--- src/rtl/exponent_accelerator_pkg.sv ---
// Shared definitions for the exponent accelerator memory master.
//   ADDR_W  : word address width of the attached 8192x32 RAM
//   DATA_W  : data width, also the exponent loop bound
//   BE_ALL  : byte enable used for every RAM access
//   state_e : controller states
package exponent_accelerator_pkg;

  localparam int unsigned ADDR_W = 13;
  localparam int unsigned DATA_W = 32;

  localparam logic [3:0] BE_ALL = 4'hF;

  typedef enum logic [2:0] {
    IDLE,
    RD_BASE,
    RD_EXP,
    CAP_EXP,
    COMPUTE,
    WRITE,
    DONE
  } state_e;

endpackage

--- src/rtl/exponent_accelerator_sqmul_step.sv ---
// One right-to-left square-and-multiply iteration (purely combinational).
//   acc, base, exp                : current loop state
//   acc_next, base_next, exp_next : loop state after this iteration
// Products keep only the low DATA_W bits (arithmetic mod 2^DATA_W).
module exponent_accelerator_sqmul_step
  import exponent_accelerator_pkg::*;
(
  input  logic [DATA_W-1:0] acc,
  input  logic [DATA_W-1:0] base,
  input  logic [DATA_W-1:0] exp,
  output logic [DATA_W-1:0] acc_next,
  output logic [DATA_W-1:0] base_next,
  output logic [DATA_W-1:0] exp_next
);

  always_comb begin
    acc_next  = exp[0] ? acc * base : acc;
    base_next = base * base;
    exp_next  = exp >> 1;
  end

endmodule

--- src/rtl/exponent_accelerator_mem_master.sv ---
// Avalon-MM master computing RAM[dst] = RAM[src] ** RAM[src+1] mod 2^DATA_W.
//   clk, reset      : clock, asynchronous active-high reset
//   start           : one-cycle job request, sampled only while idle
//   src_addr        : base word address (exponent at src_addr+1, wrapping)
//   dst_addr        : result word address
//   busy            : high in every state except IDLE
//   done            : one-cycle pulse after the result write
//   result          : last computed value, updated in the WRITE cycle
//   mem_*           : RAM master interface (1-cycle read latency, no waitrequest)
// All RAM strobes and status outputs are registered; their next values are
// derived from the next state so they line up with the state they belong to.
module exponent_accelerator_mem_master
  import exponent_accelerator_pkg::*;
(
  input  logic              clk,
  input  logic              reset,
  input  logic              start,
  input  logic [ADDR_W-1:0] src_addr,
  input  logic [ADDR_W-1:0] dst_addr,
  output logic              busy,
  output logic              done,
  output logic [DATA_W-1:0] result,
  output logic [ADDR_W-1:0] mem_address,
  output logic              mem_chipselect,
  output logic              mem_write,
  output logic [3:0]        mem_byteenable,
  output logic [DATA_W-1:0] mem_writedata,
  output logic              mem_clken,
  input  logic [DATA_W-1:0] mem_readdata
);

  state_e state_q, state_d;

  logic [ADDR_W-1:0] src_q, src_d;
  logic [ADDR_W-1:0] dst_q, dst_d;
  logic [DATA_W-1:0] base_q, base_d;
  logic [DATA_W-1:0] exp_q, exp_d;
  logic [DATA_W-1:0] acc_q, acc_d;
  logic [DATA_W-1:0] result_d;

  logic              busy_d, done_d, cs_d, we_d;
  logic [ADDR_W-1:0] address_d;
  logic [DATA_W-1:0] writedata_d;

  logic [DATA_W-1:0] step_acc, step_base, step_exp;

  assign mem_byteenable = BE_ALL;
  assign mem_clken      = 1'b1;

  exponent_accelerator_sqmul_step u_step (
    .acc       (acc_q),
    .base      (base_q),
    .exp       (exp_q),
    .acc_next  (step_acc),
    .base_next (step_base),
    .exp_next  (step_exp)
  );

  // State and register process.
  always_ff @(posedge clk or posedge reset) begin
    if (reset) begin
      state_q        <= IDLE;
      src_q          <= '0;
      dst_q          <= '0;
      base_q         <= '0;
      exp_q          <= '0;
      acc_q          <= '0;
      result         <= '0;
      busy           <= 1'b0;
      done           <= 1'b0;
      mem_address    <= '0;
      mem_chipselect <= 1'b0;
      mem_write      <= 1'b0;
      mem_writedata  <= '0;
    end else begin
      state_q        <= state_d;
      src_q          <= src_d;
      dst_q          <= dst_d;
      base_q         <= base_d;
      exp_q          <= exp_d;
      acc_q          <= acc_d;
      result         <= result_d;
      busy           <= busy_d;
      done           <= done_d;
      mem_address    <= address_d;
      mem_chipselect <= cs_d;
      mem_write      <= we_d;
      mem_writedata  <= writedata_d;
    end
  end

  // Next-state process.
  always_comb begin
    state_d = state_q;
    unique case (state_q)
      IDLE:    if (start) state_d = RD_BASE;
      RD_BASE: state_d = RD_EXP;
      RD_EXP:  state_d = CAP_EXP;
      CAP_EXP: state_d = (mem_readdata == '0) ? WRITE : COMPUTE;
      // Leave as soon as the shifted exponent runs out of set bits.
      COMPUTE: if (step_exp == '0) state_d = WRITE;
      WRITE:   state_d = DONE;
      DONE:    state_d = IDLE;
      default: state_d = IDLE;
    endcase
  end

  // Datapath and registered-output next values.
  always_comb begin
    src_d    = src_q;
    dst_d    = dst_q;
    base_d   = base_q;
    exp_d    = exp_q;
    acc_d    = acc_q;
    result_d = result;

    unique case (state_q)
      IDLE: begin
        if (start) begin
          src_d = src_addr;
          dst_d = dst_addr;
        end
      end
      RD_EXP:  base_d = mem_readdata;
      CAP_EXP: begin
        exp_d = mem_readdata;
        acc_d = DATA_W'(1);
      end
      COMPUTE: begin
        acc_d  = step_acc;
        base_d = step_base;
        exp_d  = step_exp;
      end
      WRITE:   result_d = acc_q;
      default: ;
    endcase

    busy_d      = (state_d != IDLE);
    done_d      = (state_d == DONE);
    address_d   = mem_address;
    writedata_d = mem_writedata;
    cs_d        = 1'b0;
    we_d        = 1'b0;

    unique case (state_d)
      RD_BASE: begin
        address_d = src_d;
        cs_d      = 1'b1;
      end
      RD_EXP: begin
        address_d = src_q + ADDR_W'(1);
        cs_d      = 1'b1;
      end
      WRITE: begin
        // acc_d is the final accumulator, whether entered from CAP_EXP or COMPUTE.
        address_d   = dst_q;
        writedata_d = acc_d;
        cs_d        = 1'b1;
        we_d        = 1'b1;
      end
      default: ;
    endcase
  end

endmodule

--- config.mk ---
export PLATFORM = sky130hd
export DESIGN_NAME = exponent_accelerator_mem_master
export DESIGN_NICKNAME = d
export VERILOG_FILES = /design/src/rtl/exponent_accelerator_pkg.sv /design/src/rtl/exponent_accelerator_sqmul_step.sv /design/src/rtl/exponent_accelerator_mem_master.sv
export SDC_FILE = /design/constraint.sdc
export NUM_CORES = 2
export LEC_CHECK = 0
export BUFFER_PORTS_ARGS = -buffer_cell sky130_fd_sc_hd__buf_2
export CAP_MARGIN = 20
export CORE_UTILIZATION = 60
export CTS_CLUSTER_DIAMETER = 50
export CTS_CLUSTER_SIZE = 16
export DETAILED_ROUTE_END_ITERATION = 10
export PLACE_DENSITY = 0.88
export SYNTH_ARGS = -nofsm -noshare
export SYNTH_HDL_FRONTEND = slang
export SYNTH_SLANG_ARGS = --single-unit
export TNS_END_PERCENT = 1
--- constraint.sdc ---
create_clock -name clk -period 8.6 [get_ports clk]
set_clock_uncertainty 0.1 [all_clocks]
set_input_delay 1.29 -clock clk [delete_from_list [all_inputs] [get_ports clk]]
set_output_delay 1.29 -clock clk [all_outputs]
set_load 0.03 [all_outputs]
### After elaboration in Yosys (flattened, before gate mapping)

Index checks and enable logic that the tools add are counted.

* input bits: 61
* output and inout bits: 86
* bits in registers: 206
* word-level logic and storage cells: 47

* add/subtract/negate cells: 1
* reductions and logical operators: 9
* eq/ne operators: 9
* muxes and demuxes: 13
* $mul: 2

Operators with widths (number)
* 32-bit one-hot mux with 2 select lines: 3
* 32-bit zero test: 2
* 32-bit by 32-bit multiplier with 32-bit output: 2
* 13-bit one-hot mux with 3 select lines: 1
* 32-bit 2-to-1 mux: 1
* 13-bit 2-to-1 mux: 2
* 3-bit one-hot mux with 6 select lines: 1
* 13-bit by 1-bit adder with 13-bit output (second input constant): 1
* 3-bit == test (second input constant): 4
* 3-bit by 2-bit == test with 1-bit output (second input constant): 3
* 3-bit by 1-bit == test with 1-bit output (second input constant): 2
* 3-bit 2-to-1 mux: 2
* 3-bit nonzero test: 2
* 2-bit nonzero test: 2
* 3-bit zero test: 1
* 1-bit 2-to-1 mux: 3
* 3-bit OR reduction: 1
* 2-bit AND reduction: 1

### Depth between registers and ports, before layout

* depth in word-level cells: 6
* mapped depth: 28

### By module

From an unflattened synthesis, not the netlist that was laid out.

* cell total of the unflattened synthesis: 4050
* area total of the unflattened synthesis: 38246.7 um2

By module, submodules not included
* exponent_accelerator_sqmul_step: area each 29509.6 um2, times used 1, cells an instance 3218, sequential area each 0.0 um2
* exponent_accelerator_mem_master: area each 8737.1 um2, times used 1, cells an instance 832, sequential area each 5154.9 um2

### Least setup slack after synthesis

OpenSTA, ideal clock, no wires.

* path type: register -> register
* from: register base_q[4]
* to: register base_q[30]
* data arrival time: 7.202 ns
* path slack: 1.169 ns
* stages on the path, launching flop included: 27
* cells stage by stage: dfrtp_1 -> clkbuf_1 -> clkbuf_1 -> clkbuf_1 -> nand2_1 -> fa_1 -> inv_1 -> fa_1 -> inv_1 -> fa_1 -> fa_1 -> inv_1 -> fa_1 -> inv_1 -> fa_1 -> inv_1 -> fa_1 -> fa_1 -> ha_1 -> and3_1 -> a22oi_1 -> o211ai_1 -> a311o_1 -> a211o_1 -> a211oi_2 -> xor2_1 -> o21ai_1

* longest elaborated chain between the ends: 2

RTL lines
* start, declared: RTL line exponent_accelerator_mem_master.sv:36 `logic [DATA_W-1:0] base_q, base_d;`
* start signal, assigned: RTL line exponent_accelerator_mem_master.sv:79 `base_q <= base_d;`
* 32-bit by 32-bit multiplier with 32-bit output: RTL line exponent_accelerator_sqmul_step.sv:18 `base_next = base * base;`
* 32-bit one-hot mux with 2 select lines: RTL line exponent_accelerator_mem_master.sv:117 `unique case (state_q)`

No other way between the ends.
A chain may end at the register's enable or synchronous reset.

### Worst setup path in the final report

* from: register base_q[7]
* to: register mem_writedata[23]

* longest elaborated chain between the ends: 3

RTL lines
* 32-bit by 32-bit multiplier with 32-bit output: RTL line exponent_accelerator_sqmul_step.sv:17 `acc_next = exp[0] ? acc * base : acc;`
* 32-bit 2-to-1 mux: RTL line exponent_accelerator_sqmul_step.sv:17
* 32-bit one-hot mux with 2 select lines: RTL line exponent_accelerator_mem_master.sv:117
* end signal, assigned: RTL line exponent_accelerator_mem_master.sv:88 `mem_writedata <= writedata_d;`
* end, declared: RTL line exponent_accelerator_mem_master.sv:27 `output logic [DATA_W-1:0] mem_writedata,`

No other way between the ends.

==> flow_summary_export.csv <==
group,metric,value,unit
placed_design,gp_congestion,0.956,
placed_design,dpl.hpwl,83.9,mm
sta,fmax,123,MHz
synth,yosys_warnings,0,
critical_path,crit_path_max_fanout,23,
detailed_routing,drc,0,
detailed_routing,ant_nets,0,
sta,min_period,8.14,ns
global_routing,grt_pass1_wl,171,mm
critical_path,slowest_stage,"dfrtp_1",
sta,slew_viol_final,0,
clock_tree,numCtsBuffers,17,
critical_path,r2r_slack,0.46,ns
synth,avgSynthCellArea,9.41,sq um
critical_path,path_cells,"and2_1 > fa_1 > fa_1 > fa_1 > inv_1 > fa_1 > inv_1 > fa_1 > inv_1 > fa_1 > inv_1 > fa_1 > fa_1 > ha_1 > nand3_1 > a211oi_1 > nand2_1 > o21ai_1 > o221ai_1 > o21bai_1 > xnor2_1 > o21ai_0 > a22o_1",
clock_tree,clock_latency,0.52,ns
floorplan,coreArea,62200,sq um
final_layout,finalNetCount,5141,
detailed_routing,wl_per_cell,22.1,um
clock_tree,cts_root_buffer,"clkbuf_16",
sta,tns,0,ns
critical_path,crit_path_frequent_cell,"fa_1",
global_routing,grt_max_degree,127,
sta,holdWs,0.369,ns
detailed_routing,drt_iter0_drc,2586,
critical_path,worstSetupPathType,"reg -> reg",
critical_path,crit_path_end_kind,"flop",
floorplan,die_height,254,um
floorplan,io_pins,147,
floorplan,die_w,254,um
critical_path,start_kind,"flop",
floorplan,start_util,0.612,
synth,async_flop_share,1.00,
synth,synthCells,4040,
critical_path,crit_family,"adder cells",
sta,finalSetupViolCount,0,
critical_path,r2r-end,"mem_writedata[23]",
synth,seq_area_frac_synth,0.136,
critical_path,reg2reg_from,"base_q[7]",
synth,synth_edf_count,0,
clock_tree,clockBufferDepth,3,
status,status,"finished clean",
sta,slew_headroom,0.227,
clock_tree,cts_tree,"done",
floorplan,dieArea,64400,sq um
clock_tree,cts_setup_buffers,0,
clock_tree,cts.reportedPaths.clkPinSlew,0.08,ns
global_routing,grt_pass1_vias,31800,
clock_tree,cts_hold_buf,0,
clock_tree,cts_sinks,206,
synth,synth_cell_types,70,
job,maxCapViolations,0,
clock_tree,h-tree-depth,1,
hold_path,holdPathStages,2,
final_layout,drive_above_1_share,0.0839,
sta,rsz0062_at_grt,"false",
critical_path,crit_arrival,8.45,ns
detailed_routing,viasPerCell,5.96,
final_layout,synthToLayoutAreaGrowth,5.40,%
sta,fin_crit_sh,0.946,
hold_path,min_to,"mem_writedata[13]",
synth,synth_area,38000,sq um
clock_tree,ctsResizeCount,0,
detailed_routing,drtPass1Iterations,5,
detailed_routing,num_vias,29200,
synth,synth_ff_type,"dfrtp_1",
sta,worstMarginPinSlew,1.16,ns
sta,finalHoldViolCount,0,
global_routing,antenna_found_initial,4,
floorplan,fp-row-count,91,
detailed_routing,drt-total-wl,108,mm
hold_path,hp-start,"mem_writedata[13]",
placed_design,portBuffers,141,
synth,ys_seq_elements,206,
critical_path,required,8.92,ns
critical_path,path_buf_inv,4,
critical_path,reg2reg_depth,23,
global_routing,grt_usage,0.351,
critical_path,critPathMaxStageDelay,1.06,ns
global_routing,grt_overflow,0,
hold_path,holdCritPathClass,"reg -> reg",
[worst min-delay path, cell delays in order (launching register included)]
cell and delay (ns):
dfrtp_1 0.34, nand2_1 0.05, nand2_1 0.05
[placed cells by master, fill, tap and decap left out, drive strengths merged, types with 6 or more instances in the layout]
cell type / synthesis / routed
inv: 849 / 851
fa: 776 / 776
nand2: 506 / 506
and2: 417 / 417
ha: 248 / 248
buf: 25 / 220
dfrtp: 206 / 206
xnor2: 99 / 99
nor2: 97 / 97
o21ai: 88 / 88
a21oi: 76 / 76
mux2: 67 / 67
nand3: 40 / 40
a21o: 39 / 39
a22oi: 38 / 38
xor2: 37 / 37
a31oi: 32 / 32
clkbuf: 202 / 21
nor4: 18 / 18
and3: 16 / 16
mux2i: 16 / 16
nor3: 13 / 13
a211oi: 13 / 13
nor2b: 10 / 10
nand2b: 10 / 10
nand4: 8 / 8
o211ai: 7 / 7
or3: 7 / 7
o21a: 6 / 6
o21bai: 6 / 6
a22o: 6 / 6
[sequential cells by signal, indices dropped and copies added, names as in the netlist]
| register | flops |
|---|---|
| acc_q | 32 |
| base_q | 32 |
| exp_q | 32 |
| mem_writedata | 32 |
| result | 32 |
| dst_q | 13 |
| mem_address | 13 |
| src_q | 13 |
| state_q | 3 |
| busy | 1 |
| done | 1 |
| mem_chipselect | 1 |
| mem_write | 1 |
[how the worst max path moves through the flow]
stage              start           endpoint  slack [ns]  depth (start not counted)
2_1_floorplan  base_q[4]         base_q[30]        1.17                         26
3_3_place_gp   base_q[7]  mem_writedata[29]        0.88                         23
3_5_place_dp   base_q[2]  mem_writedata[23]        0.65                         23
4_1_cts        base_q[7]  mem_writedata[23]        0.62                         23
5_1_grt        base_q[2]  mem_writedata[29]        0.24                         23
6_report       base_q[7]  mem_writedata[23]        0.46                         23
[cells in the mapped netlist, types with 39 or more instances]
cell,count,area (sq um)
a21o_1,39,293
a21oi_1,76,380
and2_1,417,2610
clkbuf_1,201,754
dfrtp_1,206,5150
fa_1,776,15500
ha_1,248,3100
inv_1,849,3190
mux2_2,67,754
nand2_1,506,1900
nand3_1,40,200
nor2_1,97,364
o21ai_0,83,415
xnor2_1,99,867
[metal layers]
layer | GRT usage | vias up | wire length (um)
li1 | - | 12100 | -
met2 | 0.553 | 2069 | 49600
met1 | 0.435 | 14500 | 36600
met3 | 0.104 | 466 | 14800
met5 | 0 | - | 32
met4 | 0.195 | 6 | 7270
[cell type report]
cell class	count	area [sq um]
Tap cell	837	1050
Multi-Input combinational cell	2762	28800
Sequential cell	206	5170
Inverter	849	3190
Clock buffer	21	440
Clock inverter	4	30.0
Fill cell	4572	22100
Timing Repair Buffer	220	1360
Antenna cell	1	2.50
[cell families after synthesis]
group / count (synthesis) / synth area share
AND/OR/NAND/NOR: 1164 / 0.152
XOR/XNOR: 137 / 0.0319
other: 1 / 0.0000986
adder cells (fa/ha/maj): 1024 / 0.490
flip-flops: 206 / 0.136
multiplexers: 83 / 0.0240
buffers and inverters: 1076 / 0.107
AO/OA/AOI/OAI: 349 / 0.0590
[stage by stage]
stage / std cells / cell area, sq um / setup WS, ns / util
after floorplan: 4044 / 38100 / 1.17 / -
after global placement: 4872 / 39600 / 0.882 / 0.636
after detailed placement: 4872 / 39600 / 0.648 / 0.636
after CTS: 4897 / 40000 / 0.616 / 0.644
after global routing: 4899 / 40100 / 0.244 / 0.645
final: 4900 / 40100 / 0.464 / 0.645
Power is left out: the tool's default activity adds up to more than one toggle a clock period on the data nets, which glitch-free logic cannot reach.
